--- config.mk ---
export PLATFORM = sky130hd
export DESIGN_NAME = mips_harvard_cpu
export DESIGN_NICKNAME = d
export VERILOG_FILES = /design/src/rtl/mips_harvard_cpu.sv
export SDC_FILE = /design/constraint.sdc
export NUM_CORES = 2
export LEC_CHECK = 0
export BUFFER_PORTS_ARGS = -buffer_cell sky130_fd_sc_hd__buf_4
export CORE_MARGIN = 2
export CORE_UTILIZATION = 40
export CTS_BUF_LIST = sky130_fd_sc_hd__clkbuf_8
export CTS_CLUSTER_DIAMETER = 40
export DETAILED_ROUTE_END_ITERATION = 10
export GPL_TIMING_DRIVEN = 0
export SYNTH_ARGS = -nofsm -noshare
export SYNTH_HDL_FRONTEND = slang
export SYNTH_SLANG_ARGS = --single-unit
--- constraint.sdc ---
create_clock -name clk -period 31.7 [get_ports clk]
set_input_delay 7.925 -clock clk [delete_from_list [all_inputs] [get_ports clk]]
set_output_delay 7.925 -clock clk [all_outputs]
set_load 0.005 [all_outputs]
--- src/rtl/mips_harvard_cpu.sv ---
// Single-cycle MIPS32 subset core with separate instruction and data ports.
// One instruction retires per enabled edge; branches and jumps carry one delay slot.
module mips_harvard_cpu (
    input  logic        clk,
    input  logic        reset,
    output logic        active,
    output logic [31:0] register_v0,
    input  logic        clk_enable,
    output logic [31:0] instr_address,
    input  logic [31:0] instr_readdata,
    output logic [31:0] data_address,
    output logic        data_write,
    output logic        data_read,
    output logic [31:0] data_writedata,
    input  logic [31:0] data_readdata
);

    typedef enum logic [5:0] {
        OP_SPECIAL = 6'h00, OP_J     = 6'h02, OP_JAL  = 6'h03, OP_BEQ  = 6'h04,
        OP_BNE     = 6'h05, OP_ADDIU = 6'h09, OP_SLTI = 6'h0A, OP_SLTIU = 6'h0B,
        OP_ANDI    = 6'h0C, OP_ORI   = 6'h0D, OP_XORI = 6'h0E, OP_LUI  = 6'h0F,
        OP_LW      = 6'h23, OP_SW    = 6'h2B
    } opcode_t;

    typedef enum logic [5:0] {
        FN_SLL  = 6'h00, FN_SRL  = 6'h02, FN_SRA = 6'h03, FN_JR  = 6'h08,
        FN_JALR = 6'h09, FN_ADDU = 6'h21, FN_SUBU = 6'h23, FN_AND = 6'h24,
        FN_OR   = 6'h25, FN_XOR  = 6'h26, FN_SLT = 6'h2A, FN_SLTU = 6'h2B
    } funct_t;

    localparam logic [31:0] RESET_VECTOR = 32'hBFC0_0000;

    logic [31:0] pc;
    logic [31:0] delay_target;
    logic        delay_pending;
    logic        halted;
    logic [31:0] regs [32];

    logic [5:0]  opcode, funct;
    logic [4:0]  rs, rt, rd, shamt;
    logic [31:0] rs_val, rt_val, imm_sext, imm_zext;
    logic [31:0] pc_plus4, pc_next, mem_addr;
    logic        wr_en, is_jump, mem_rd, mem_wr, run;
    logic [4:0]  wr_addr;
    logic [31:0] wr_data, jump_target;

    assign opcode   = instr_readdata[31:26];
    assign rs       = instr_readdata[25:21];
    assign rt       = instr_readdata[20:16];
    assign rd       = instr_readdata[15:11];
    assign shamt    = instr_readdata[10:6];
    assign funct    = instr_readdata[5:0];
    assign rs_val   = regs[rs];
    assign rt_val   = regs[rt];
    assign imm_sext = {{16{instr_readdata[15]}}, instr_readdata[15:0]};
    assign imm_zext = {16'h0000, instr_readdata[15:0]};
    assign pc_plus4 = pc + 32'd4;
    assign mem_addr = rs_val + imm_sext;

    always_comb begin
        wr_en       = 1'b0;
        wr_addr     = rt;
        wr_data     = '0;
        is_jump     = 1'b0;
        jump_target = pc_plus4;
        mem_rd      = 1'b0;
        mem_wr      = 1'b0;
        case (opcode)
            OP_SPECIAL: begin
                wr_addr = rd;
                case (funct)
                    FN_SLL:  begin wr_en = 1'b1; wr_data = rt_val << shamt; end
                    FN_SRL:  begin wr_en = 1'b1; wr_data = rt_val >> shamt; end
                    FN_SRA:  begin wr_en = 1'b1; wr_data = $signed(rt_val) >>> shamt; end
                    FN_JR:   begin is_jump = 1'b1; jump_target = rs_val; end
                    FN_JALR: begin
                        wr_en       = 1'b1;
                        wr_data     = pc + 32'd8;
                        is_jump     = 1'b1;
                        jump_target = rs_val;
                    end
                    FN_ADDU: begin wr_en = 1'b1; wr_data = rs_val + rt_val; end
                    FN_SUBU: begin wr_en = 1'b1; wr_data = rs_val - rt_val; end
                    FN_AND:  begin wr_en = 1'b1; wr_data = rs_val & rt_val; end
                    FN_OR:   begin wr_en = 1'b1; wr_data = rs_val | rt_val; end
                    FN_XOR:  begin wr_en = 1'b1; wr_data = rs_val ^ rt_val; end
                    FN_SLT:  begin wr_en = 1'b1; wr_data = {31'b0, $signed(rs_val) < $signed(rt_val)}; end
                    FN_SLTU: begin wr_en = 1'b1; wr_data = {31'b0, rs_val < rt_val}; end
                    default: ;
                endcase
            end
            OP_J: begin
                is_jump     = 1'b1;
                jump_target = {pc_plus4[31:28], instr_readdata[25:0], 2'b00};
            end
            OP_JAL: begin
                is_jump     = 1'b1;
                jump_target = {pc_plus4[31:28], instr_readdata[25:0], 2'b00};
                wr_en       = 1'b1;
                wr_addr     = 5'd31;
                wr_data     = pc + 32'd8;
            end
            OP_BEQ: begin
                is_jump     = (rs_val == rt_val);
                jump_target = pc_plus4 + {imm_sext[29:0], 2'b00};
            end
            OP_BNE: begin
                is_jump     = (rs_val != rt_val);
                jump_target = pc_plus4 + {imm_sext[29:0], 2'b00};
            end
            OP_ADDIU: begin wr_en = 1'b1; wr_data = rs_val + imm_sext; end
            OP_SLTI:  begin wr_en = 1'b1; wr_data = {31'b0, $signed(rs_val) < $signed(imm_sext)}; end
            OP_SLTIU: begin wr_en = 1'b1; wr_data = {31'b0, rs_val < imm_sext}; end
            OP_ANDI:  begin wr_en = 1'b1; wr_data = rs_val & imm_zext; end
            OP_ORI:   begin wr_en = 1'b1; wr_data = rs_val | imm_zext; end
            OP_XORI:  begin wr_en = 1'b1; wr_data = rs_val ^ imm_zext; end
            OP_LUI:   begin wr_en = 1'b1; wr_data = {instr_readdata[15:0], 16'h0000}; end
            OP_LW:    begin wr_en = 1'b1; wr_data = data_readdata; mem_rd = 1'b1; end
            OP_SW:    mem_wr = 1'b1;
            default: ;
        endcase
    end

    // The delay-slot instruction always falls through to the saved target,
    // so any control transfer it requests is ignored.
    assign pc_next = delay_pending ? delay_target : pc_plus4;

    assign run            = reset && clk_enable && !halted;
    assign data_read      = run && mem_rd;
    assign data_write     = run && mem_wr;
    assign data_address   = mem_addr;
    assign data_writedata = rt_val;
    assign instr_address  = pc;
    assign register_v0    = regs[2];
    assign active         = !halted;

    always_ff @(posedge clk or negedge reset) begin
        if (!reset) begin
            pc            <= RESET_VECTOR;
            delay_target  <= '0;
            delay_pending <= 1'b0;
            halted        <= 1'b0;
            for (int unsigned i = 0; i < 32; i++) begin
                regs[i[4:0]] <= '0;
            end
        end else if (clk_enable && !halted) begin
            if (wr_en && (wr_addr != 5'd0)) begin
                regs[wr_addr] <= wr_data;
            end
            pc            <= pc_next;
            delay_pending <= is_jump && !delay_pending;
            if (is_jump && !delay_pending) begin
                delay_target <= jump_target;
            end
            halted <= (pc_next == 32'h0000_0000);
        end
    end

endmodule

==> out/metrics.csv <==
stage;metric;value;unit
run_status;status;finished with violations;
global_route;antenna_found_initial;51;
sta;fin_crit;27690;ps
route;viasPerCell;7.11;
logic_synthesis;synthArstFlopShare;100;%
pwr;seqPwrFrac;39.1;%
sta;rsz0062_at_grt;no;
layout;area_growth_syn_to_layout;13.9;%
placement;port_buffers;190;
logic_synthesis;ys_types;111;
global_route;grt_max_degree;183;
layout;instances_no_fill;10400;
route;wl_met1;152000;um
clocking;clockBufferDepth;3;
pwr;swShare;30.9;%
worst_setup_path;worstSetupStartpointType;input port;
global_route;grt_overflow;0;
logic_synthesis;synth.area.top_cells;dfrtp_1, mux4_2, mux2i_1, mux2_2, nand2_1;
clocking;post_cts_buffers;0;
route;dr_total_vias;74100;
layout;final_area;0.0843;mm^2
placement;placed_cells;9988;
pwr;combPwrFrac;13.4;%
route;wl_per_cell;44.9;um
sta;tightestPinTransition;1720;ps
die;io_pins;198;
pwr;intPower;2.46;mW
logic_synthesis;synth-seq-cells;1090;
clocking;numCtsBuffers;215;
global_route;first_global_vias;70700;
logic_synthesis;synth-main-ff-cell;dfrtp_1;
sta;setup_viol_count_final;0;
pwr;switchingPower;1.10;mW
worst_setup_path;crit_type;in2out;
sta;slew_viol_final;368;
clocking;ctsResizeCount;0;
route;drtAntennaViolNets;0;
layout;mostFrequentLayoutCell;dfrtp_1;
logic_synthesis;yosysWarnings;0;
sta;timing.hold.ws;486;ps
run;drv_cap;47;
die;die_h;434;um
route;wl_met3;63100;um
worst_setup_path;worstPathArrival;19770;ps
logic_synthesis;synth_edf_count;0;
placement;placed_cell_area;0.0792;mm^2
clocking;cts_root_buffer;clkbuf_8;
worst_setup_path;cp.required;23780;ps
sta;skew;150;ps
pwr;power_frac_clock;47.5;%
sta;max_freq;36.1;MHz
layout;drive_gt1_share;21.7;%
route;drc_errors;0;
logic_synthesis;avgSynthCellArea;10.1;um^2
min_path;hold_class;reg2reg;
clocking;ctsHoldBuffers;0;
route;dr.pass1.iters;9;
placement;dp_hpwl;340000;um
pwr;vdd.ir_drop.worst;0.0000444;V
sta;setup_tns;0;ps
run_status;violations;capacitance limit, slew limit;
die;die_w;434;um
route;wirelength;468000;um
worst_setup_path;critPathMaxFanout;10;
pwr;power.density;42.3;mW/mm^2
logic_synthesis;yosys.area.top_type;dfrtp_1;
global_route;grtUsageTotal;48.7;%
layout;num-nets-final;8039;
clocking;cts_tree;done;
logic_synthesis;syn_inst;7302;
sta;finalCritPeriodShare;87.4;%
pwr;p_leak;37.3;nW
sta;relSlewSlack;-14.4;%
global_route;grt_pass1_wl;617000;um
logic_synthesis;synthDominantCellAreaShare;36.6;%
die;core-area;0.183;mm^2
die;core.rowCount;157;
route;wl_met2;193000;um
route;top_layer;met5;
pwr;total_power;3.57;mW
placement;place_congestion;1.09;
clocking;cts.sinks;1090;
clocking;clk_pin_slew_worst_paths;50;ps
die;floorplan.initialDensity;40.3;%
layout;final_cell_mix;dfrtp_1, nand2_1, o21ai_0, mux2i_1;
sta;hold_viol;0;
die;die_area;0.188;mm^2
logic_synthesis;syn-num-nets;7600;
worst_setup_path;end_kind;output port;
logic_synthesis;seq_area_frac_synth;36.9;%
logic_synthesis;syn_area;0.0740;mm^2
clocking;clk_latency;1160;ps
clocking;htree_levels;4;
route;first_iter_violations;12100;
cells in the mapped netlist (40+ instances only):
master,instances
buf_2,78
o21ai_1,150
nor3_1,83
xnor2_1,82
mux4_2,378
nand2_1,886
ha_1,227
a31oi_1,41
buf_1,47
o31ai_1,52
nor2_1,344
nand3_1,142
buf_4,56
mux2i_1,572
nand4_1,40
o21ai_0,598
a21o_1,46
mux2_2,441
xor2_1,51
a21oi_1,249
clkbuf_1,478
a22oi_1,172
inv_1,152
o22ai_1,137
dfrtp_1,1081
sequential cells by signal, summed over array words and instances, names as in the netlist:
signal         cells
register_v0       32
regs             992
delay_target      32
instr_address     32
delay_pending      1
halted             1
layout make-up:
class / count / area, um^2
fill: 17900 / 99200
clock inverter: 137 / 1460
timing repair buffer: 222 / 1930
antenna: 44 / 110
sequential: 1090 / 27300
clock buffer: 258 / 3550
buffer: 701 / 3330
inverter: 160 / 601
multi-input combinational: 5351 / 43000
tap: 2464 / 3080
critical path: stages:
cell      delay, ps
clkbuf_1        360
buf_2           460
buf_2           450
buf_2           630
buf_1           700
clkbuf_1       1060
clkbuf_1        830
mux4_2          430
mux4_2          510
mux2i_1        1080
inv_1           390
ha_1            380
fa_1            500
a211oi_1        300
o21bai_1        200
a211oi_2       1360
o32ai_1         220
o41a_1          530
a21o_1          240
a311oi_1        430
xnor2_1         430
buf_4           230
power groups by stage:
stage               clock, mW  combinational, mW  sequential [mW]
detailed placement          0              0.446             1.42
CTS                      1.68              0.447             1.39
finish                   1.69              0.479             1.39
floorplan                   0              0.205             1.42
global placement            0              0.442             1.42
global route             1.74              0.474             1.39
metal layers:
layer  up-vias  GRT usage [%]
met1     36900           52.8
met2      6673           69.4
li1      28000              -
met3      2463           21.1
met4        24           49.7
met5         -          0.781
metrics by stage:
step                utilization [%]  setup slack, ps
floorplan                         -             9700
CTS                            45.9             4840
finish                         46.0             4010
global placement               42.8             3800
detailed placement             43.1             4870
global route                   45.9             4540
worst paths after layout:
kind	endpoint	depth (start not counted)	startpoint	slack (ps)
worst min register to register	regs[1019]$_DFFE_PN0P_	1	regs[1019]$_DFFE_PN0P_	490
worst min-delay path	regs[1019]$_DFFE_PN0P_	1	regs[1019]$_DFFE_PN0P_	490
worst max register to register	regs[988]$_DFFE_PN0P_	18	regs[32]$_DFFE_PN0P_	22520
min in group asynchronous	instr_address[2]$_DFFE_PN0P_	1	reset	6610
worst max-delay path	data_address[30]	22	instr_readdata[22]	4010
max in group asynchronous	regs[197]$_DFFE_PN0P_	4	reset	22890
kinds of logic after synthesis:
kind of cell / after synthesis / share of synthesized area (%)
fa+ha+maj: 231 / 3.95
buf+inv: 861 / 5.24
compound gates: 1837 / 15.7
mux: 1397 / 26.1
xor+xnor: 133 / 1.57
simple gates: 1753 / 10.6
flops: 1090 / 36.9
(Power assumes the default switching activity.)
